$ cat src/rtl/fetch_if.sv
// Bus bundle between the fetch unit, instruction memory, execute (redirect) and the decoder.
interface fetch_if #(
   parameter int XLEN = 32
);
   logic            o_imem_req_valid;
   logic            i_imem_req_ready;
   logic [XLEN-1:0] o_imem_addr;
   logic            i_imem_rsp_valid;
   logic [XLEN-1:0] i_imem_rsp_data;
   logic            i_redirect_valid;
   logic [XLEN-1:0] i_redirect_pc;
   logic            o_instr_valid;
   logic            i_instr_ready;
   logic [XLEN-1:0] o_instruction;
   logic [XLEN-1:0] o_pc;

   modport master (
      output o_imem_req_valid, o_imem_addr, o_instr_valid, o_instruction, o_pc,
      input  i_imem_req_ready, i_imem_rsp_valid, i_imem_rsp_data,
             i_redirect_valid, i_redirect_pc, i_instr_ready
   );

   modport slave (
      input  o_imem_req_valid, o_imem_addr, o_instr_valid, o_instruction, o_pc,
      output i_imem_req_ready, i_imem_rsp_valid, i_imem_rsp_data,
             i_redirect_valid, i_redirect_pc, i_instr_ready
   );
endinterface

$ cat src/rtl/fetch_unit.sv
// Instruction fetch front end: credit-limited in-order word fetch, PC-tagged buffer FIFO,
// and redirect flush that drops responses still in flight.
module fetch_unit #(
   parameter int              XLEN       = 32,
   parameter logic [XLEN-1:0] RESET_PC   = '0,
   parameter int              FIFO_DEPTH = 4
) (
   input logic     i_clk,
   input logic     i_rst_n,
   fetch_if.master bus
);
   localparam int              PW      = $clog2(FIFO_DEPTH);
   localparam int              CW      = PW + 1;
   localparam logic [XLEN-1:0] STEP    = XLEN'(4);
   localparam logic [CW:0]     DEPTH_W = (CW + 1)'(FIFO_DEPTH);
   localparam logic [CW-1:0]   DEPTH_C = CW'(FIFO_DEPTH);

   logic            run_q, run_d;
   logic [XLEN-1:0] fetch_pc_q, fetch_pc_d;
   logic [XLEN-1:0] rsp_pc_q, rsp_pc_d;
   logic [CW-1:0]   outstanding_q, outstanding_d;
   logic [CW-1:0]   drop_q, drop_d;
   logic [CW-1:0]   count_q, count_d;
   logic [PW-1:0]   wr_ptr_q, wr_ptr_d;
   logic [PW-1:0]   rd_ptr_q, rd_ptr_d;
   logic [XLEN-1:0] pc_mem_q [FIFO_DEPTH];
   logic [XLEN-1:0] pc_mem_d [FIFO_DEPTH];
   logic [XLEN-1:0] data_mem_q [FIFO_DEPTH];
   logic [XLEN-1:0] data_mem_d [FIFO_DEPTH];

   logic            req_valid, req_fire, rsp_take, push, pop, instr_valid;
   logic [CW:0]     credit_used;
   logic [XLEN-1:0] redirect_tgt;
   logic [1:0]      unused_redirect_lsb;

   assign unused_redirect_lsb = bus.i_redirect_pc[1:0];
   assign redirect_tgt        = {bus.i_redirect_pc[XLEN-1:2], 2'b00};

   // Buffered entries plus in-flight responses never exceed the FIFO depth, so every
   // response that is kept always has a free slot waiting for it.
   always_comb begin
      credit_used = {1'b0, count_q} + {1'b0, outstanding_q};
      instr_valid = (count_q != '0);
      req_valid   = run_q && !bus.i_redirect_valid && (credit_used < DEPTH_W);
      req_fire    = req_valid && bus.i_imem_req_ready;
      rsp_take    = bus.i_imem_rsp_valid && (outstanding_q != '0);
      pop         = instr_valid && bus.i_instr_ready;
      push        = rsp_take && (drop_q == '0) && !bus.i_redirect_valid;
   end

   always_comb begin
      run_d         = 1'b1;
      fetch_pc_d    = fetch_pc_q;
      rsp_pc_d      = rsp_pc_q;
      outstanding_d = outstanding_q;
      drop_d        = drop_q;
      count_d       = count_q;
      wr_ptr_d      = wr_ptr_q;
      rd_ptr_d      = rd_ptr_q;
      pc_mem_d      = pc_mem_q;
      data_mem_d    = data_mem_q;
      if (bus.i_redirect_valid) begin
         fetch_pc_d    = redirect_tgt;
         rsp_pc_d      = redirect_tgt;
         wr_ptr_d      = '0;
         rd_ptr_d      = '0;
         count_d       = '0;
         outstanding_d = outstanding_q - CW'(rsp_take);
         drop_d        = outstanding_d;
      end else begin
         if (req_fire) begin
            fetch_pc_d = fetch_pc_q + STEP;
         end
         outstanding_d = outstanding_q + CW'(req_fire) - CW'(rsp_take);
         if (rsp_take && (drop_q != '0)) begin
            drop_d = drop_q - CW'(1);
         end
         if (push) begin
            pc_mem_d[wr_ptr_q]   = rsp_pc_q;
            data_mem_d[wr_ptr_q] = bus.i_imem_rsp_data;
            wr_ptr_d             = wr_ptr_q + PW'(1);
            rsp_pc_d             = rsp_pc_q + STEP;
         end
         if (pop) begin
            rd_ptr_d = rd_ptr_q + PW'(1);
         end
         count_d = count_q + CW'(push) - CW'(pop);
      end
   end

   always_ff @(posedge i_clk or negedge i_rst_n) begin
      if (!i_rst_n) begin
         run_q         <= 1'b0;
         fetch_pc_q    <= RESET_PC;
         rsp_pc_q      <= RESET_PC;
         outstanding_q <= '0;
         drop_q        <= '0;
         count_q       <= '0;
         wr_ptr_q      <= '0;
         rd_ptr_q      <= '0;
         pc_mem_q      <= '{default: '0};
         data_mem_q    <= '{default: '0};
      end else begin
         run_q         <= run_d;
         fetch_pc_q    <= fetch_pc_d;
         rsp_pc_q      <= rsp_pc_d;
         outstanding_q <= outstanding_d;
         drop_q        <= drop_d;
         count_q       <= count_d;
         wr_ptr_q      <= wr_ptr_d;
         rd_ptr_q      <= rd_ptr_d;
         pc_mem_q      <= pc_mem_d;
         data_mem_q    <= data_mem_d;
      end
   end

   assign bus.o_imem_req_valid = req_valid;
   assign bus.o_imem_addr      = fetch_pc_q;
   assign bus.o_instr_valid    = instr_valid;
   assign bus.o_instruction    = instr_valid ? data_mem_q[rd_ptr_q] : '0;
   assign bus.o_pc             = instr_valid ? pc_mem_q[rd_ptr_q] : '0;

   a_rsp_has_credit: assert property (@(posedge i_clk) disable iff (!i_rst_n)
      bus.i_imem_rsp_valid |-> (outstanding_q != '0));

   a_no_push_when_full: assert property (@(posedge i_clk) disable iff (!i_rst_n)
      push |-> ((count_q != DEPTH_C) || pop));
endmodule

$ cat src/flat_wrapper.sv
// flat-port wrapper written by rule: the top's interface ports become plain ports
module fetch_unit_flat 
#(
   parameter int              XLEN       = 32,
   parameter logic [XLEN-1:0] RESET_PC   = '0,
   parameter int              FIFO_DEPTH = 4
)
  (i_clk, i_rst_n, bus_o_imem_req_valid, bus_o_imem_addr, bus_o_instr_valid, bus_o_instruction, bus_o_pc, bus_i_imem_req_ready, bus_i_imem_rsp_valid, bus_i_imem_rsp_data, bus_i_redirect_valid, bus_i_redirect_pc, bus_i_instr_ready);
  fetch_if #(.XLEN(XLEN)) bus_i ();
  input logic i_clk;
  input logic i_rst_n;
  output wire logic [$bits(bus_i.o_imem_req_valid)-1:0] bus_o_imem_req_valid;
  output wire logic [$bits(bus_i.o_imem_addr)-1:0] bus_o_imem_addr;
  output wire logic [$bits(bus_i.o_instr_valid)-1:0] bus_o_instr_valid;
  output wire logic [$bits(bus_i.o_instruction)-1:0] bus_o_instruction;
  output wire logic [$bits(bus_i.o_pc)-1:0] bus_o_pc;
  input wire logic [$bits(bus_i.i_imem_req_ready)-1:0] bus_i_imem_req_ready;
  input wire logic [$bits(bus_i.i_imem_rsp_valid)-1:0] bus_i_imem_rsp_valid;
  input wire logic [$bits(bus_i.i_imem_rsp_data)-1:0] bus_i_imem_rsp_data;
  input wire logic [$bits(bus_i.i_redirect_valid)-1:0] bus_i_redirect_valid;
  input wire logic [$bits(bus_i.i_redirect_pc)-1:0] bus_i_redirect_pc;
  input wire logic [$bits(bus_i.i_instr_ready)-1:0] bus_i_instr_ready;
  assign bus_o_imem_req_valid = bus_i.o_imem_req_valid;
  assign bus_o_imem_addr = bus_i.o_imem_addr;
  assign bus_o_instr_valid = bus_i.o_instr_valid;
  assign bus_o_instruction = bus_i.o_instruction;
  assign bus_o_pc = bus_i.o_pc;
  assign bus_i.i_imem_req_ready = bus_i_imem_req_ready;
  assign bus_i.i_imem_rsp_valid = bus_i_imem_rsp_valid;
  assign bus_i.i_imem_rsp_data = bus_i_imem_rsp_data;
  assign bus_i.i_redirect_valid = bus_i_redirect_valid;
  assign bus_i.i_redirect_pc = bus_i_redirect_pc;
  assign bus_i.i_instr_ready = bus_i_instr_ready;
  fetch_unit #(.XLEN(XLEN), .RESET_PC(RESET_PC), .FIFO_DEPTH(FIFO_DEPTH)) u_core (.i_clk(i_clk), .i_rst_n(i_rst_n), .bus(bus_i));
endmodule
$ cat config.mk
export PLATFORM = sky130hd
export DESIGN_NAME = fetch_unit_flat
export DESIGN_NICKNAME = d
export VERILOG_FILES = /design/src/rtl/fetch_if.sv /design/src/rtl/fetch_unit.sv /design/src/flat_wrapper.sv
export SDC_FILE = /design/constraint.sdc
export NUM_CORES = 1
export LEC_CHECK = 0
export ABC_AREA = 1
export CORE_MARGIN = 3
export CORE_UTILIZATION = 33
export CTS_CLUSTER_SIZE = 28
export DETAILED_ROUTE_END_ITERATION = 16
export PLACE_DENSITY = 0.55
export SLEW_MARGIN = 20
export SYNTH_ARGS = -nofsm -noshare
export SYNTH_HDL_FRONTEND = slang
export SYNTH_SLANG_ARGS = --single-unit
$ cat constraint.sdc
create_clock -name i_clk -period 6.3 [get_ports i_clk]
set_clock_uncertainty 0.1 [all_clocks]
set_input_delay 1.26 -clock i_clk [delete_from_list [all_inputs] [get_ports i_clk]]
set_output_delay 1.26 -clock i_clk [all_outputs]
set_load 0.02 [all_outputs]
## Word-level counts from Yosys, hierarchy flattened

Cells that the tools add are included.
W data, S select, Z words.

- Flip-flop bits (word level): 334
- Bits of input ports: 70
- Output and inout bits: 98
- Logic and storage cells: 77

- $add $sub $neg: 11
- $lt $le $gt $ge: 4
- Mux-type cells: 24
- Bitwise operators: 3
- Reduce and logical (&&, ||, !) cells: 19

Operator list:

| operator | number |
|---|---|
| $mux W32 | 11 |
| $bwmux W128 | 2 |
| $bmux W32 S2 | 2 |
| $add A32 B3 Y32 const B | 2 |
| $demux W32 S2 | 1 |
| $mux W3 | 4 |
| $logic_and A1 B1 Y1 | 9 |
| $reduce_bool A3 Y1 | 3 |
| $sub A3 B1 Y3 | 3 |
| $mux W2 | 4 |
| $reduce_bool A2 Y1 | 4 |
| $add A3 B1 Y3 | 2 |
| $ge A3 B3 Y1 const B | 2 |
| $not A2 Y3 | 2 |
| $add A2 B1 Y2 const B | 2 |
| $add A3 B3 Y4 | 1 |
| $lt A4 B3 Y1 const B | 1 |
| $logic_not A3 Y1 | 1 |
| $lt A3 B1 Y1 const B | 1 |
| $sub A3 B1 Y3 const B | 1 |
| $reduce_and A2 Y1 | 1 |
| $logic_not A1 Y1 | 1 |
| $not A1 Y1 | 1 |

## Logic depth before layout (Yosys ltp)

Gate-level depths: netlist of run 1.

- Depth in word-level cells: 7
- Depth in mapped cells: 14

## Worst setup path before layout of run 1

Ideal clock, no wire load.

- Path type: input to register
- Start: input port bus_i_redirect_valid
- End: register u_core.outstanding_q[2]
- Arrival time: 3098 ps
- Slack: 2978 ps
- Cell stages on the path: 13
- Buffers on the path: 2
- Cells stage by stage: inv_2 > nand3b_1 > nor2_1 > nand2_2 > inv_2 > buf_2 > buf_4 > ha_1 > fa_1 > xor2_1 > or2_2 > nand3_1 > nand2_1

- Cells in the longest elaborated chain, start to end: 7

Ends and longest elaborated chain:

| item | RTL line | text |
|---|---|---|
| start, declared | flat_wrapper.sv:20 | `input wire logic [$bits(bus_i.i_redirect_valid)-1:0] bus_i_redirect_valid;` |
| $logic_not A1 Y1 | fetch_unit.sv:44 | `req_valid = run_q && !bus.i_redirect_valid && (credit_used < DEPTH_W);` |
| $logic_and A1 B1 Y1 (2 in a row) | fetch_unit.sv:44 |  |
| net bus_o_imem_req_valid | flat_wrapper.sv:12 | `output wire logic [$bits(bus_i.o_imem_req_valid)-1:0] bus_o_imem_req_valid;` |
| $logic_and A1 B1 Y1 | fetch_unit.sv:45 | `req_fire = req_valid && bus.i_imem_req_ready;` |
| $add A3 B1 Y3 | fetch_unit.sv:74 | `outstanding_d = outstanding_q + CW'(req_fire) - CW'(rsp_take);` |
| $sub A3 B1 Y3 | fetch_unit.sv:74 |  |
| $mux W3 | fetch_unit.sv:62 | `if (bus.i_redirect_valid) begin` |
| net u_core.outstanding_d[2] | fetch_unit.sv:21 | `logic [CW-1:0] outstanding_q, outstanding_d;` |
| end signal, assigned | fetch_unit.sv:107 | `outstanding_q <= outstanding_d;` |
| end, declared | fetch_unit.sv:21 |  |

The timed path passes the listed nets, and every way through them passes these cells.
A chain may end at the register's enable or synchronous reset.

## Worst setup path in the final report of run 1

- Start: input port bus_i_redirect_valid
- End: output port bus_o_imem_req_valid

- Cells in the longest elaborated chain, start to end: 3

Ends and longest elaborated chain:

| item | RTL line |
|---|---|
| $logic_not A1 Y1 | fetch_unit.sv:44 |
| $logic_and A1 B1 Y1 (2 in a row) | fetch_unit.sv:44 |
| end, declared | flat_wrapper.sv:12 |

No other way between the ends.

==> results of run 1 <==
## layout by cell type (no fill, tap or decap), drive strengths merged, types with 8 or more instances in the layout
master         Yosys  layout
clkbuf            76      55
xor2              10      10
nor2             103     103
ha                16      16
buf               78      21
xnor2              8       8
nand3             93      93
nand2            700     700
inv              236     235
dfrtp            322     322
a21oi            191     191
o21ai            404     404
clkinv             3      11
clkdlybuf4s50      0     160
## power groups by stage
stage / Clock, µW / Sequential (µW) / Combinational (µW)
floorplan: 0 / 2880 / 1890
global placement: 0 / 2990 / 3040
detailed placement: 0 / 3000 / 3090
CTS: 2270 / 2970 / 3110
global route: 2350 / 3040 / 3410
finish: 2200 / 2970 / 3060
## logic make-up after synthesis
logic type                 count (synthesis)
adders and majority gates                 18
xor gates and xnor gates                  18
DFF                                      322
and+or+nand+nor                          911
other                                      2
buffers and inverters                    393
AOI/OAI and AO/OA                        605
## metal layers
metal | part of all wire, % | up-vias | global-route usage, %
li1 | - | 7357 | -
met1 | 47 | 7110 | 25.9
met2 | 46 | 424 | 30.4
met3 | 5.4 | 71 | 2.89
met4 | 2.3 | 0 | 5.03
met5 | 0 | - | 0
## final cells by class
class | instances | share of cell area (%)
clock buffer | 55 | 5.65
clock inverter | 10 | 0.514
inverter | 239 | 4.52
multi-input combinational | 1557 | 35.6
sequential | 322 | 40.4
tap | 672 | 4.21
timing repair buffer | 181 | 9.10
## stage by stage
stage	total power (µW)	hold slack (ns)	cells	utilization, %
2_1_floorplan	4770	0.345	2272	-
3_3_place_gp	6030	0.357	2971	37.3
3_5_place_dp	6090	0.363	2971	37.3
4_1_cts	8350	0.376	3036	39.7
5_1_grt	8810	0.393	3036	39.7
6_report	8230	0.374	3036	39.7
## critical path, stage by stage
cell             delay [ns]
clkdlybuf4s50_1        0.64
inv_2                  0.62
nand3b_1               0.13
nor2_1                 0.21
clkdlybuf4s50_1        0.64
## path summary, 6_finish.rpt
check	startpoint	endpoint	slack, ns	depth (start not counted)
setup reg to reg	u_core.drop_q[0]$_DFFE_PN0P_	u_core.data_mem_q[51]$_DFFE_PN0P_	2.90	12
setup / recovery	bus_i_redirect_valid	bus_o_imem_req_valid	1.43	5
min in group asynchronous	i_rst_n	u_core.data_mem_q[93]$_DFFE_PN0P_	0.67	1
hold reg to reg	u_core.pc_mem_q[23]$_DFFE_PN0P_	u_core.pc_mem_q[23]$_DFFE_PN0P_	0.37	2
max in group asynchronous	i_rst_n	u_core.data_mem_q[95]$_DFFE_PN0P_	4.11	2
hold / removal	u_core.pc_mem_q[23]$_DFFE_PN0P_	u_core.pc_mem_q[23]$_DFFE_PN0P_	0.37	2
## flip-flops by register name, indices dropped and copies added, names as in the netlist
name,cells
u_core.pc_mem_q,120
u_core.rd_ptr_q,2
u_core.data_mem_q,128
u_core.outstanding_q,3
u_core.drop_q,3
u_core.bus.o_imem_addr,30
u_core.run_q,1
u_core.wr_ptr_q,2
u_core.count_q,3
u_core.rsp_pc_q,30
==> key figures, run 1 <==
Clock tree
  – CTS H-Tree Depth: 2
  – Clock sinks: 322
  – Root buffer cell: clkbuf_16
  – CTS tree: done
  – CTS clock-pin slew for the worst setup and hold paths: 0.05 ns
  – Num CTS Buffers: 39
  – CTS resizes: 0
  – Post-CTS setup buffer count: 0
  – # hold bufs at CTS: 0
  – Clock Path Buffers: 3
  – Worst skew pair latency: 0.54 ns

Yosys
  – Post-Syn Area per Cell: 7.42 µm²
  – Share of the synthesized area in the top cell type: 47.8%
  – Part of the Yosys area used for sequential elements: 47.8%
  – Post-synthesis simple-gate area fraction: 21.6%
  – Post-synth cell types: 32
  – Post-synthesis compound-gate area fraction: 18.1%
  – Flops & latches, synth: 322
  – Synth Area in Adders: 1.43%
  – Synth area leaders: dfrtp_1 48%, nand2_1 16%, o21ai_0 9.9%
  – Mux contribution to synthesized area: 0%
  – YS warnings: 0
  – Cell with the most instances after synthesis: nand2_1
  – Synth top cells by count: 699 x nand2_1, 332 x o21ai_0, 322 x dfrtp_1, 227 x inv_1, 191 x a21oi_1
  – Dominant synthesized flop cell: dfrtp_1
  – Synth area leader: dfrtp_1
  – Syn Inst Count: 2269
  – Async set-reset flop share out of synthesis: 100%
  – XOR/XNOR Fraction of Synth Area: 0.936%
  – Synthesized cell area: 16800 µm²
  – Post-synth EDFFs: 0
  – Largest family of logic cells by synthesized area: simple AND/OR/NAND/NOR gates

Floorplan
  – Ports: 168
  – Site Rows: 82
  – DIE HEIGHT: 232 µm
  – Initial core utilization: 33.5%
  – Die X: 232 µm
  – Die area: 53800 µm²
  – Area of the core: 50300 µm²

Place
  – GP Congestion: 0.847
  – Placed Area: 18700 µm²
  – Hpwl dp: 30200 µm
  – Pre-CTS WS: 1.37 ns
  – IO buf count: 161

Global route
  – Total gr overflow: 0
  – GRT Resource Usage Total: 18.7%
  – Largest net degree at the start of global routing: 120
  – First-pass GRT wire length: 80400 µm
  – Initial antenna violation count: 0
  – Vias in the first global route: 14600

Layout
  – Number of fill cells in the layout: 5215
  – Final instance area: 20000 µm²
  – Area growth syn-to-layout: 18.5%
  – Final #Nets: 2428
  – Multi-input logic area: 7110 µm²
  – Sequential cell area: 8060 µm²
  – Share of post-route cells with drive strength above 1: 4.31%
  – Antenna diode count: 0

Timing
  – Final setup violation count: 0
  – Slew Limit Headroom: 26.1%
  – Final period util: 77.4%
  – TNS Setup: 0 ns
  – Worst Tran Pin Value: 1.11 ns
  – RSZ-0062 raised after global routing: false
  – Hold Fails Final Rpt: 0
  – PnR worst setup slack: 1.43 ns
  – Tmin final: 4.87 ns
  – F_max: 205 MHz
  – Final Max Slew Viols: 0

Drt
  – Wire per inst: 16.5 µm
  – Drt first pass iters: 5
  – Via count: 15000
  – Drt total wl: 50100 µm
  – Number of remaining DRC errors: 0
  – Starting DRC count in detailed routing: 1120
  – Final ANT Viol Nets: 0
  – Vias/cell: 4.93

Hold path
  – Tightest Hold Check Type: reg -> reg

Pwr
  – Combinational Power Share: 37.2%
  – Cell Pwr Density: 412 nW/µm²
  – Peak supply drop: 0.172 mV
  – Net Switching: 3150 µW
  – Clock group share of total power: 26.7%
  – Internal: 5080 µW
  – Switching share of power: 38.3%
  – Leak Pwr: 0.00950 µW
  – Reg power frac: 36.1%

Worst setup path
  – CP Data Required Time: 4.94 ns
  – Worst EP arrival: 3.51 ns
  – CP Capture Type: output port
  – Worst Path Max Fanout: 33
  – Setup CP Type: in -> out
  – Startpoint types: input pin

Run
  – Max_cap viols: 0

Outcome
  – Status: complete, no violations
Power figures use the tool's default switching activity.
==> run 2: changes to the inputs <==
==> constraint.sdc (replaced) <==
create_clock -name i_clk -period 4.67 [get_ports i_clk]
set_clock_uncertainty 0.1 [all_clocks]
set_input_delay 0.934 -clock i_clk [delete_from_list [all_inputs] [get_ports i_clk]]
set_output_delay 0.934 -clock i_clk [all_outputs]
set_load 0.02 [all_outputs]
==> run 2 against run 1 <==
  * Routed wire length is 1.2% higher
  * Combinational power rose by 35%
  * Utilization rose by 0.33 points
  * Worst hold slack got worse by 0.15 ns
  * Register-to-register slack got worse by 1.3 ns
  * Global-route usage is 0.17 points higher
  * Worst setup slack worse by 0.89 ns
  * Highest routed layer unchanged
==> key figures, run 2 (same netlist as run 1, synthesis figures left out) <==
Outcome
  – Status: complete, no violations (unchanged)

Global route
  – Largest net degree at the start of global routing: 99 (was 120)
  – Vias in the first global route: 14700 (was 14600)
  – GRT Resource Usage Total: 18.8% (was 18.7%)
  – Global routing usage on met1: 25.7% (was 25.9%)
  – First-pass GRT wire length: 80900 µm (was 80400 µm)
  – Met3 GRT Util: 3.30% (was 2.89%)
  – Total gr overflow: 0 (unchanged)
  – GRT met2 Usage: 31.1% (was 30.4%)
  – Global routing's busiest layer: met2 (unchanged)
  – Initial antenna violation count: 0 (unchanged)

Floorplan
  – Area of the core: 50300 µm² (unchanged)
  – Die X: 232 µm (unchanged)
  – Initial core utilization: 33.5% (unchanged)
  – DIE HEIGHT: 232 µm (unchanged)
  – Site Rows: 82 (unchanged)
  – Die area: 53800 µm² (unchanged)
  – Ports: 168 (unchanged)

Clock tree
  – Num CTS Buffers: 39 (unchanged)
  – CTS resizes: 0 (unchanged)
  – Clock Path Buffers: 3 (unchanged)
  – CTS clock-pin slew for the worst setup and hold paths: 0.06 ns (was 0.05 ns)
  – Root buffer cell: clkbuf_16 (unchanged)
  – Worst skew pair latency: 0.55 ns (was 0.54 ns)
  – Clock sinks: 322 (unchanged)
  – Post-CTS setup buffer count: 0 (unchanged)
  – CTS tree: done (unchanged)
  – CTS H-Tree Depth: 2 (unchanged)
  – # hold bufs at CTS: 0 (unchanged)

Timing
  – Final setup violation count: 0 (unchanged)
  – Final Max Slew Viols: 0 (unchanged)
  – F_max: 242 MHz
  – PnR worst setup slack: 0.540 ns (was 1.43 ns)
  – TNS Setup: 0 ns (unchanged)
  – Tmin final: 4.13 ns
  – Final period util: 88.4%
  – Slew Limit Headroom: 38.2% (was 26.1%)
  – RSZ-0062 raised after global routing: false (unchanged)
  – Hold Fails Final Rpt: 0 (unchanged)
  – Worst Tran Pin Value: 0.928 ns (was 1.11 ns)

Worst setup path
  – Worst Path Max Fanout: 64 (was 33)
  – Crit path top cell by count: a21oi_1 (was clkdlybuf4s50_1)
  – Worst-path cell chain: clkinv_2 -> buf_4 -> a21oi_1 -> o21ai_0 -> a21oi_1 -> clkdlybuf4s50_1 (was clkdlybuf4s50_1 -> inv_2 -> nand3b_1 -> nor2_1 -> clkdlybuf4s50_1)
  – Setup CP Type: reg -> out (was in -> out)
  – CP Data Required Time: 3.64 ns (was 4.94 ns)
  – Worst EP arrival: 3.10 ns (was 3.51 ns)
  – Slowest CP cell: dfrtp_2 (was clkdlybuf4s50_1)
  – CP Capture Type: output port (unchanged)
  – Startpoint types: flip-flop (was input pin)
  – Crit Reg-Reg Startpoint: u_core.count_q[1]$_DFF_PN0_ (was u_core.drop_q[0]$_DFFE_PN0P_)
  – Setup crit start: u_core.rd_ptr_q[1]$_DFFE_PN0P_ (was bus_i_redirect_valid)
  – Worst stage delay on the critical path: 0.70 ns (was 0.64 ns)

Pwr
  – Peak supply drop: 0.236 mV (was 0.172 mV)
  – Leak Pwr: 0.00957 µW (was 0.00950 µW)
  – Cell Pwr Density: 559 nW/µm² (was 412 nW/µm²)

Drt
  – Via count: 15000 (about the same)
  – Starting DRC count in detailed routing: 1149 (was 1120)
  – Vias/cell: 4.92 (was 4.93)
  – Number of remaining DRC errors: 0 (unchanged)
  – Final ANT Viol Nets: 0 (unchanged)
  – Drt total wl: 50700 µm (was 50100 µm)
  – Wire per inst: 16.7 µm (was 16.5 µm)
  – Drt first pass iters: 5 (unchanged)

Place
  – Hpwl dp: 30800 µm (was 30200 µm)
  – GP Congestion: 0.818 (was 0.847)
  – Pre-CTS WS: 0.713 ns (was 1.37 ns)
  – IO buf count: 161 (unchanged)

Layout
  – Max FFs per register: 128 (unchanged)
  – Final #Nets: 2433 (was 2428)
  – Area growth syn-to-layout: 19.5% (was 18.5%)
  – Commonest non-fill, non-tap cell in the layout: nand2_1 (unchanged)
  – Biggest regs: u_core.data_mem_q: 128 flops, u_core.pc_mem_q: 120 flops (unchanged)
  – Most frequent cells in the layout: 699 x nand2_1, 332 x o21ai_0, 320 x dfrtp_1 (unchanged)
  – Biggest register: u_core.data_mem_q (unchanged)
  – Antenna diode count: 0 (unchanged)
  – Number of fill cells in the layout: 5228 (was 5215)
  – Share of post-route cells with drive strength above 1: 4.64% (was 4.31%)

Hold path
  – Tightest Hold Check Type: in -> async (was reg -> reg)

Run
  – Max_cap viols: 0 (unchanged)
-- run 2: cell types whose count changed in the layout (fill, tap and decap cells not counted), moves of 2 or more --
cell       before  now
buf_12          4   11
buf_4          16   14
clkbuf_1        9    6
clkbuf_16      41   39
clkbuf_8        5    9
clkinv_2       11    9
-- run 2: routing by layer --
layer / vias to the layer above / routed length [µm] / share of wire [%]
li1: 7367 / - / -
met1: 7109 / 23400 / 46
met2: 424 / 23400 / 46
met3: 68 / 3010 / 5.9
met4: 0 / 957 / 1.9
met5: - / 0 / 0
-- run 2: power by group --
part	leakage [µW]	total (µW)	internal (µW)	switching [µW]
clock network	0.000633	3060	1840	1220
logic	0.00522	4130	1560	2570
registers	0.00372	4050	3530	522
-- run 2: per-stage QoR --
stage               util [%]  hold WS (ns)  total power, µW  instances  instance area (µm²)
global route            40.0         0.271            12000       3041                20100
detailed placement      37.4         0.363             8260       2974                18800
floorplan                  -         0.345             6430       2272                16900
global placement        37.4         0.357             8170       2974                18800
CTS                     40.0         0.246            11400       3039                20100
finish                  40.0         0.222            11200       3041                20100
-- run 2: path summary, 6_finish.rpt --
kind	endpoint	slack (ns)	cells after the start
setup / recovery	bus_o_pc[20]	0.54	6
hold / removal	u_core.data_mem_q[87]$_DFFE_PN0P_	0.22	1
setup reg to reg	u_core.outstanding_q[2]$_DFF_PN0_	1.58	12
hold reg to reg	u_core.pc_mem_q[20]$_DFFE_PN0P_	0.37	2
max in group asynchronous	u_core.wr_ptr_q[0]$_DFFE_PN0N_	3.27	2
min in group i_clk	u_core.pc_mem_q[20]$_DFFE_PN0P_	0.37	2
-- run 2: final cells by class --
class                   instances  area [µm²]  share of cell area (%)
clock buffers                  54        1120                    5.58
flip-flops and latches        322        8060                    40.1
repair buffers                186        1940                    9.65
well taps                     672         841                    4.18
inverters                     239         901                    4.48
multi-input cells            1557        7110                    35.3
clock inverters                11         149                   0.740
-- run 2: worst max-delay path, delay by kind of cell (launching register included) --
kind            cells  cell delay, ns
buf+inv             3            1.18
flops               1            0.70
compound gates      3            0.63
